===== src/rtl/rv_alu_core_if.sv =====
// Instruction handshake and writeback bundle for rv_alu_core.
// master drives instructions; slave is the core.
interface rv_alu_core_if #(
   parameter int XLEN = 32
);
   logic            instr_valid;
   logic            instr_ready;
   logic [31:0]     instr;
   logic            wb_valid;
   logic [4:0]      wb_rd;
   logic [XLEN-1:0] wb_data;
   logic            illegal;
   logic [31:0]     retire_count;

   modport master (
      output instr_valid,
      output instr,
      input  instr_ready,
      input  wb_valid,
      input  wb_rd,
      input  wb_data,
      input  illegal,
      input  retire_count
   );

   modport slave (
      input  instr_valid,
      input  instr,
      output instr_ready,
      output wb_valid,
      output wb_rd,
      output wb_data,
      output illegal,
      output retire_count
   );
endinterface


===== src/rtl/rv_alu_core.sv =====
// Multi-cycle RV32I/RV64I integer ALU core with register file.
// IDLE -> DECODE -> EXEC -> WB, one instruction per four cycles.
module rv_alu_core #(
   parameter int XLEN     = 32,
   parameter int NUM_REGS = 32
) (
   input logic         clk,
   input logic         rst,
   rv_alu_core_if.slave bus
);
   localparam int SW = $clog2(XLEN);
   localparam int AW = $clog2(NUM_REGS);
   localparam logic [5:0] NR = 6'(NUM_REGS);

   localparam logic [6:0] OPC_IMM = 7'b0010011;
   localparam logic [6:0] OPC_OP  = 7'b0110011;

   typedef enum logic [1:0] {
      S_IDLE,
      S_DECODE,
      S_EXEC,
      S_WB
   } state_t;

   state_t          state_q, state_d;
   logic [31:0]     instr_q, instr_d;
   logic [XLEN-1:0] op_a_q, op_a_d;
   logic [XLEN-1:0] op_b_q, op_b_d;
   logic [2:0]      f3_q, f3_d;
   logic            alt_q, alt_d;
   logic            bad_q, bad_d;
   logic [XLEN-1:0] res_q, res_d;
   logic            wb_valid_q, wb_valid_d;
   logic            illegal_q, illegal_d;
   logic [4:0]      wb_rd_q, wb_rd_d;
   logic [XLEN-1:0] wb_data_q, wb_data_d;
   logic [31:0]     retire_q, retire_d;
   logic [XLEN-1:0] regs_q [NUM_REGS];
   logic [XLEN-1:0] regs_d [NUM_REGS];

   logic [6:0]      opc;
   logic [4:0]      rd, rs1, rs2;
   logic [2:0]      f3;
   logic [6:0]      f7;
   logic            is_imm, is_op;
   logic            dec_bad;
   logic [XLEN-1:0] imm;
   logic [XLEN-1:0] rs1_val, rs2_val;
   logic [XLEN-1:0] alu;
   logic [SW-1:0]   shamt;

   assign opc = instr_q[6:0];
   assign rd  = instr_q[11:7];
   assign f3  = instr_q[14:12];
   assign rs1 = instr_q[19:15];
   assign rs2 = instr_q[24:20];
   assign f7  = instr_q[31:25];

   assign is_imm = (opc == OPC_IMM);
   assign is_op  = (opc == OPC_OP);
   assign imm    = {{(XLEN-12){instr_q[31]}}, instr_q[31:20]};

   // Out-of-range indices only occur on illegal words, so truncation is safe.
   assign rs1_val = (rs1 == 5'd0) ? '0 : regs_q[rs1[AW-1:0]];
   assign rs2_val = (rs2 == 5'd0) ? '0 : regs_q[rs2[AW-1:0]];

   always_comb begin
      dec_bad = 1'b0;
      unique case (1'b1)
         is_op: begin
            if (f7 == 7'b0100000)
               dec_bad = !((f3 == 3'b000) || (f3 == 3'b101));
            else
               dec_bad = (f7 != 7'b0000000);
         end
         is_imm: begin
            if (f3 == 3'b001)
               dec_bad = (instr_q[31:26] != 6'b000000);
            else if (f3 == 3'b101)
               dec_bad = (instr_q[31:26] != 6'b000000)
                      && (instr_q[31:26] != 6'b010000);
            if ((f3 == 3'b001 || f3 == 3'b101)
                && (XLEN == 32) && instr_q[25])
               dec_bad = 1'b1;
         end
         default: dec_bad = 1'b1;
      endcase
      if ({1'b0, rd} >= NR || {1'b0, rs1} >= NR)
         dec_bad = 1'b1;
      if (is_op && {1'b0, rs2} >= NR)
         dec_bad = 1'b1;
   end

   assign shamt = op_b_q[SW-1:0];

   always_comb begin
      alu = '0;
      unique case (f3_q)
         3'b000: alu = alt_q ? op_a_q - op_b_q : op_a_q + op_b_q;
         3'b001: alu = op_a_q << shamt;
         3'b010: alu = {{(XLEN-1){1'b0}},
                        $signed(op_a_q) < $signed(op_b_q)};
         3'b011: alu = {{(XLEN-1){1'b0}}, op_a_q < op_b_q};
         3'b100: alu = op_a_q ^ op_b_q;
         3'b101: alu = alt_q ? XLEN'($signed(op_a_q) >>> shamt)
                             : op_a_q >> shamt;
         3'b110: alu = op_a_q | op_b_q;
         3'b111: alu = op_a_q & op_b_q;
         default: alu = '0;
      endcase
   end

   always_comb begin
      state_d    = state_q;
      instr_d    = instr_q;
      op_a_d     = op_a_q;
      op_b_d     = op_b_q;
      f3_d       = f3_q;
      alt_d      = alt_q;
      bad_d      = bad_q;
      res_d      = res_q;
      wb_valid_d = 1'b0;
      illegal_d  = 1'b0;
      wb_rd_d    = wb_rd_q;
      wb_data_d  = wb_data_q;
      retire_d   = retire_q;
      regs_d     = regs_q;
      unique case (state_q)
         S_IDLE: begin
            if (bus.instr_valid) begin
               instr_d = bus.instr;
               state_d = S_DECODE;
            end
         end
         S_DECODE: begin
            op_a_d  = rs1_val;
            op_b_d  = is_op ? rs2_val : imm;
            f3_d    = f3;
            alt_d   = (f3 == 3'b101) ? instr_q[30]
                                     : (is_op && instr_q[30]);
            bad_d   = dec_bad;
            state_d = S_EXEC;
         end
         S_EXEC: begin
            res_d   = alu;
            state_d = S_WB;
         end
         S_WB: begin
            if (bad_q) begin
               illegal_d = 1'b1;
            end else begin
               wb_valid_d = 1'b1;
               wb_rd_d    = rd;
               wb_data_d  = res_q;
               retire_d   = retire_q + 32'd1;
               if (rd != 5'd0)
                  regs_d[rd[AW-1:0]] = res_q;
            end
            state_d = S_IDLE;
         end
         default: state_d = S_IDLE;
      endcase
   end

   always_ff @(posedge clk) begin
      if (rst) begin
         state_q    <= S_IDLE;
         instr_q    <= '0;
         op_a_q     <= '0;
         op_b_q     <= '0;
         f3_q       <= '0;
         alt_q      <= 1'b0;
         bad_q      <= 1'b0;
         res_q      <= '0;
         wb_valid_q <= 1'b0;
         illegal_q  <= 1'b0;
         wb_rd_q    <= '0;
         wb_data_q  <= '0;
         retire_q   <= '0;
         for (int i = 0; i < NUM_REGS; i++)
            regs_q[i] <= '0;
      end else begin
         state_q    <= state_d;
         instr_q    <= instr_d;
         op_a_q     <= op_a_d;
         op_b_q     <= op_b_d;
         f3_q       <= f3_d;
         alt_q      <= alt_d;
         bad_q      <= bad_d;
         res_q      <= res_d;
         wb_valid_q <= wb_valid_d;
         illegal_q  <= illegal_d;
         wb_rd_q    <= wb_rd_d;
         wb_data_q  <= wb_data_d;
         retire_q   <= retire_d;
         regs_q     <= regs_d;
      end
   end

   // Held low during reset so nothing is taken while rst is high.
   assign bus.instr_ready  = (state_q == S_IDLE) && !rst;
   assign bus.wb_valid     = wb_valid_q;
   assign bus.illegal      = illegal_q;
   assign bus.wb_rd        = wb_rd_q;
   assign bus.wb_data      = wb_data_q;
   assign bus.retire_count = retire_q;
endmodule


===== src/flat_wrapper.sv =====
// flat-port wrapper written by rule: the top's interface ports become plain ports
module rv_alu_core_flat 
#(
   parameter int XLEN     = 32,
   parameter int NUM_REGS = 32
)
  (clk, rst, bus_instr_valid, bus_instr, bus_instr_ready, bus_wb_valid, bus_wb_rd, bus_wb_data, bus_illegal, bus_retire_count);
  rv_alu_core_if #(.XLEN(XLEN)) bus_i ();
  input logic clk;
  input logic rst;
  input wire logic [$bits(bus_i.instr_valid)-1:0] bus_instr_valid;
  input wire logic [$bits(bus_i.instr)-1:0] bus_instr;
  output wire logic [$bits(bus_i.instr_ready)-1:0] bus_instr_ready;
  output wire logic [$bits(bus_i.wb_valid)-1:0] bus_wb_valid;
  output wire logic [$bits(bus_i.wb_rd)-1:0] bus_wb_rd;
  output wire logic [$bits(bus_i.wb_data)-1:0] bus_wb_data;
  output wire logic [$bits(bus_i.illegal)-1:0] bus_illegal;
  output wire logic [$bits(bus_i.retire_count)-1:0] bus_retire_count;
  assign bus_i.instr_valid = bus_instr_valid;
  assign bus_i.instr = bus_instr;
  assign bus_instr_ready = bus_i.instr_ready;
  assign bus_wb_valid = bus_i.wb_valid;
  assign bus_wb_rd = bus_i.wb_rd;
  assign bus_wb_data = bus_i.wb_data;
  assign bus_illegal = bus_i.illegal;
  assign bus_retire_count = bus_i.retire_count;
  rv_alu_core #(.XLEN(XLEN), .NUM_REGS(NUM_REGS)) u_core (.clk(clk), .rst(rst), .bus(bus_i));
endmodule

===== config.mk =====
export PLATFORM = sky130hd
export DESIGN_NAME = rv_alu_core_flat
export DESIGN_NICKNAME = d
export VERILOG_FILES = /design/src/rtl/rv_alu_core_if.sv /design/src/rtl/rv_alu_core.sv /design/src/flat_wrapper.sv
export SDC_FILE = /design/constraint.sdc
export NUM_CORES = 2
export LEC_CHECK = 0
export ABC_AREA = 1
export BUFFER_PORTS_ARGS = -buffer_cell sky130_fd_sc_hd__buf_2
export CAP_MARGIN = 40
export CORE_AREA = 8 8 291 504
export DETAILED_ROUTE_END_ITERATION = 8
export DIE_AREA = 0 0 299 512
export HOLD_SLACK_MARGIN = 0.15
export PLACE_DENSITY = 0.65
export SLEW_MARGIN = 20
export SYNTH_ARGS = -nofsm -noshare
export SYNTH_HDL_FRONTEND = slang
export SYNTH_SLANG_ARGS = --single-unit

===== constraint.sdc =====
create_clock -name clk -period 7.7 [get_ports clk]
set_clock_uncertainty 0.2 [all_clocks]
set_input_delay 2.31 -clock clk [delete_from_list [all_inputs] [get_ports clk]]
set_output_delay 2.31 -clock clk [all_outputs]
set_load 0.005 [all_outputs]

==> results.sh <==
export IMPL_drtIter0Drc=10200
export IMPL_grt_pass1_wl_um=468000
export IMPL_route_detailed_drc=0
export IMPL_cts_max_path_buffers=3
export IMPL_post_cts_setup_buffers=0
export IMPL_placed_cells=11900
export IMPL_yosysSeqAreaShare_pct=35.5
export IMPL_leakage_nw=28.2
export IMPL_fin_ws_ps=2200
export IMPL_gp_congestion=1.09
export IMPL_routed_wl_um=325000
export IMPL_holdPathEnd="u_core.regs_q[1007]"
export IMPL_dpl_worst_slack_ps=2190
export IMPL_hpwl_um=209000
export IMPL_antenna_found_initial=19
export IMPL_synth_top_cells_by_count="o21ai_0 (1847), a21oi_1 (1610), nand2_1 (1468), dfxtp_1 (1230), nand3_1 (948)"
export IMPL_cp_max_fo=58
export IMPL_status="finished, final reports clean"
export IMPL_synthFlopType="dfxtp_1"
export IMPL_rows=182
export IMPL_finalSetupViolCount=0
export IMPL_syn_inst=10700
export IMPL_syn_cell_area_mm2=0.0694
export IMPL_multi_input_area_mm2=0.0375
export IMPL_worstPathRequired_ps=5190
export IMPL_avgSynthCellArea_um2=6.47
export IMPL_worstHoldStart="u_core.regs_q[1007]"
export IMPL_ff_latch_area_mm2=0.0247
export IMPL_tritoncts="built"
export IMPL_rr_worst_depth=8
export IMPL_synth_top_cell_area_share_pct=35.5
export IMPL_die_w_um=299
export IMPL_drv_slew=0
export IMPL_fin_crit_sh_pct=71.4
export IMPL_drive_above_1_share_pct=6.17
export IMPL_cts_root_buf="clkbuf_16"
export IMPL_path_cells="buf_8, nor2_1, buf_2"
export IMPL_slew_headroom_pct=12.8
export IMPL_io_pins=107
export IMPL_cts_resized_gates=0
export IMPL_vias_per_cell=6.36
export IMPL_clkTransAtPathRegs_ps=60
export IMPL_max_cap_viol_count=0
export IMPL_synth_most_common_cell="o21ai_0"
export IMPL_synth_cell_type_count=47
export IMPL_setup_tns_final_ps=0
export IMPL_synth_seq_cells=1230
export IMPL_grt_setup_unrepaired="false"
export IMPL_hold_viol_final=0
export IMPL_grtUsageTotal_pct=40.1
export IMPL_arrival_ps=2990
export IMPL_firstDrtPassIters=9
export IMPL_die_y_um=512
export IMPL_core_area_mm2=0.140
export IMPL_drtAntennaViolNets=0
export IMPL_slowest_delay_ps=360
export IMPL_worst_path_dominant_cell_family="buffers and inverters"
export IMPL_synthToLayoutAreaGrowth_pct=7.72
export IMPL_vias=77400
export IMPL_cts_sinks=1230
export IMPL_hold_depth=2
export IMPL_finalNonFillerCells=12200
export IMPL_reg2reg_slack_ps=2890
export IMPL_wl_per_cell_um=26.7
export IMPL_initial_utilization_pct=49.6
export IMPL_synth_fp_nets=10900
export IMPL_htreeDepth=3
export IMPL_path_class="primary input to primary output"
export IMPL_grt_overflow=0
export IMPL_fillers=14000
export IMPL_dieArea_mm2=0.153
export IMPL_cts_made_buffers=112
export IMPL_synth_edf_count=0
export IMPL_utilization_pct=53.5
export IMPL_io_buffers=106
export IMPL_grt_start_max_net_pins=245
export IMPL_synth_top_area_cell="dfxtp_1"
export IMPL_fmax_mhz=182
export IMPL_async_flop_share_pct=0
export IMPL_worst_pin_slew_ps=1310
export IMPL_cp_end_kind="primary output"
export IMPL_fin_nets=10300
export IMPL_r2r_start="u_core.instr_q[16]"
export IMPL_clk_latency_ps=760
export IMPL_synthTopCellsByArea="dfxtp_1 (35%), o21ai_0 (13%), a21oi_1 (12%)"
export IMPL_period_minus_slack_ps=5500
export IMPL_grt_pass1_vias=71600
export IMPL_crit_slowest_cell="buf_8"
export IMPL_holdCritPathClass="register to register"
export IMPL_r2r_end="u_core.op_a_q[27]"
export IMPL_vdd_drop_max_uv=227
export IMPL_hold_buffers=0
export IMPL_ys_warnings_count=0
export IMPL_power_density_mw_per_mm2=326
export IMPL_critPathLaunchType="primary input"
export IMPL_critPathBufInv=2
[tightest hold or removal path, cell delays in order (launching register included)]
cell and delay (ps):
dfxtp_1 310, inv_1 50, nor2_1 30
[kinds of logic after synthesis]
logic type | after synthesis | synth area share [%]
simple gates | 3460 | 20.9
buf+inv | 1913 | 10.7
flops | 1230 | 35.5
fa+ha+maj | 105 | 1.91
xor+xnor | 21 | 0.265
compound gates | 4001 | 30.7
[area by class of cell]
class                           count  share of cell area [%]
Antenna cell                       13                  0.0435
Tap cell                         1840                    3.08
Timing Repair Buffer              335                    3.86
Sequential cell                  1230                    33.0
Multi-Input combinational cell   7587                    50.2
Clock inverter                     50                   0.770
Clock buffer                      160                    4.33
Inverter                          941                    4.76
[layout by cell type (no fill, tap or decap), types with 52 or more instances in the layout]
cell,n
a21oi_1,1609
buf_2,107
buf_4,179
clkbuf_16,113
dfxtp_1,1218
ha_1,101
inv_1,881
nand2_1,1456
nand3_1,948
nor2_1,902
o211ai_1,274
o21ai_0,1847
o21ai_1,52
o221ai_1,92
o22ai_1,63
[state kept, by name (all words and copies together), names as in the netlist]
name                     cells
u_core.regs_q             1024
u_core.bus.retire_count     32
u_core.bus.wb_data          32
u_core.instr_q              32
u_core.op_a_q               32
u_core.op_b_q               32
u_core.res_q                32
u_core.bus.wb_rd             5
u_core.f3_q                  3
u_core.state_q               2
u_core.alt_q                 1
u_core.bad_q                 1
u_core.bus.illegal           1
u_core.bus.wb_valid          1
[how the worst max path moves through the flow]
stage,startpoint,to,slack [ps],cells past startpoint
after floorplan,rst,bus_instr_ready,2070,4
after global placement,rst,bus_instr_ready,2190,3
after detailed placement,rst,bus_instr_ready,2190,3
after CTS,rst,bus_instr_ready,2190,3
after global routing,rst,bus_instr_ready,2170,3
final,rst,bus_instr_ready,2200,3
[routing by layer]
metal	track usage, %	wire [um]
met5	0	80
met4	38.4	37200
met3	9.40	32900
met2	63.9	146000
met1	43.1	108000
[power breakdown]
part	internal [mW]	total, mW	switching (mW)
Clock	3.27	5.94	2.67
Combinational	2.73	11.2	8.51
Sequential	6.65	7.20	0.543
Total	12.7	24.4	11.7
[per-stage QoR]
step	area (um^2)	hold WS, ps	power (mW)
2_1_floorplan	69400	209	13.6
3_3_place_gp	70200	217	17.8
3_5_place_dp	70700	219	17.9
4_1_cts	74500	230	23.8
5_1_grt	74700	251	25.2
6_report	74800	232	24.4
Note: power is estimated with default switching activity, not from simulation.
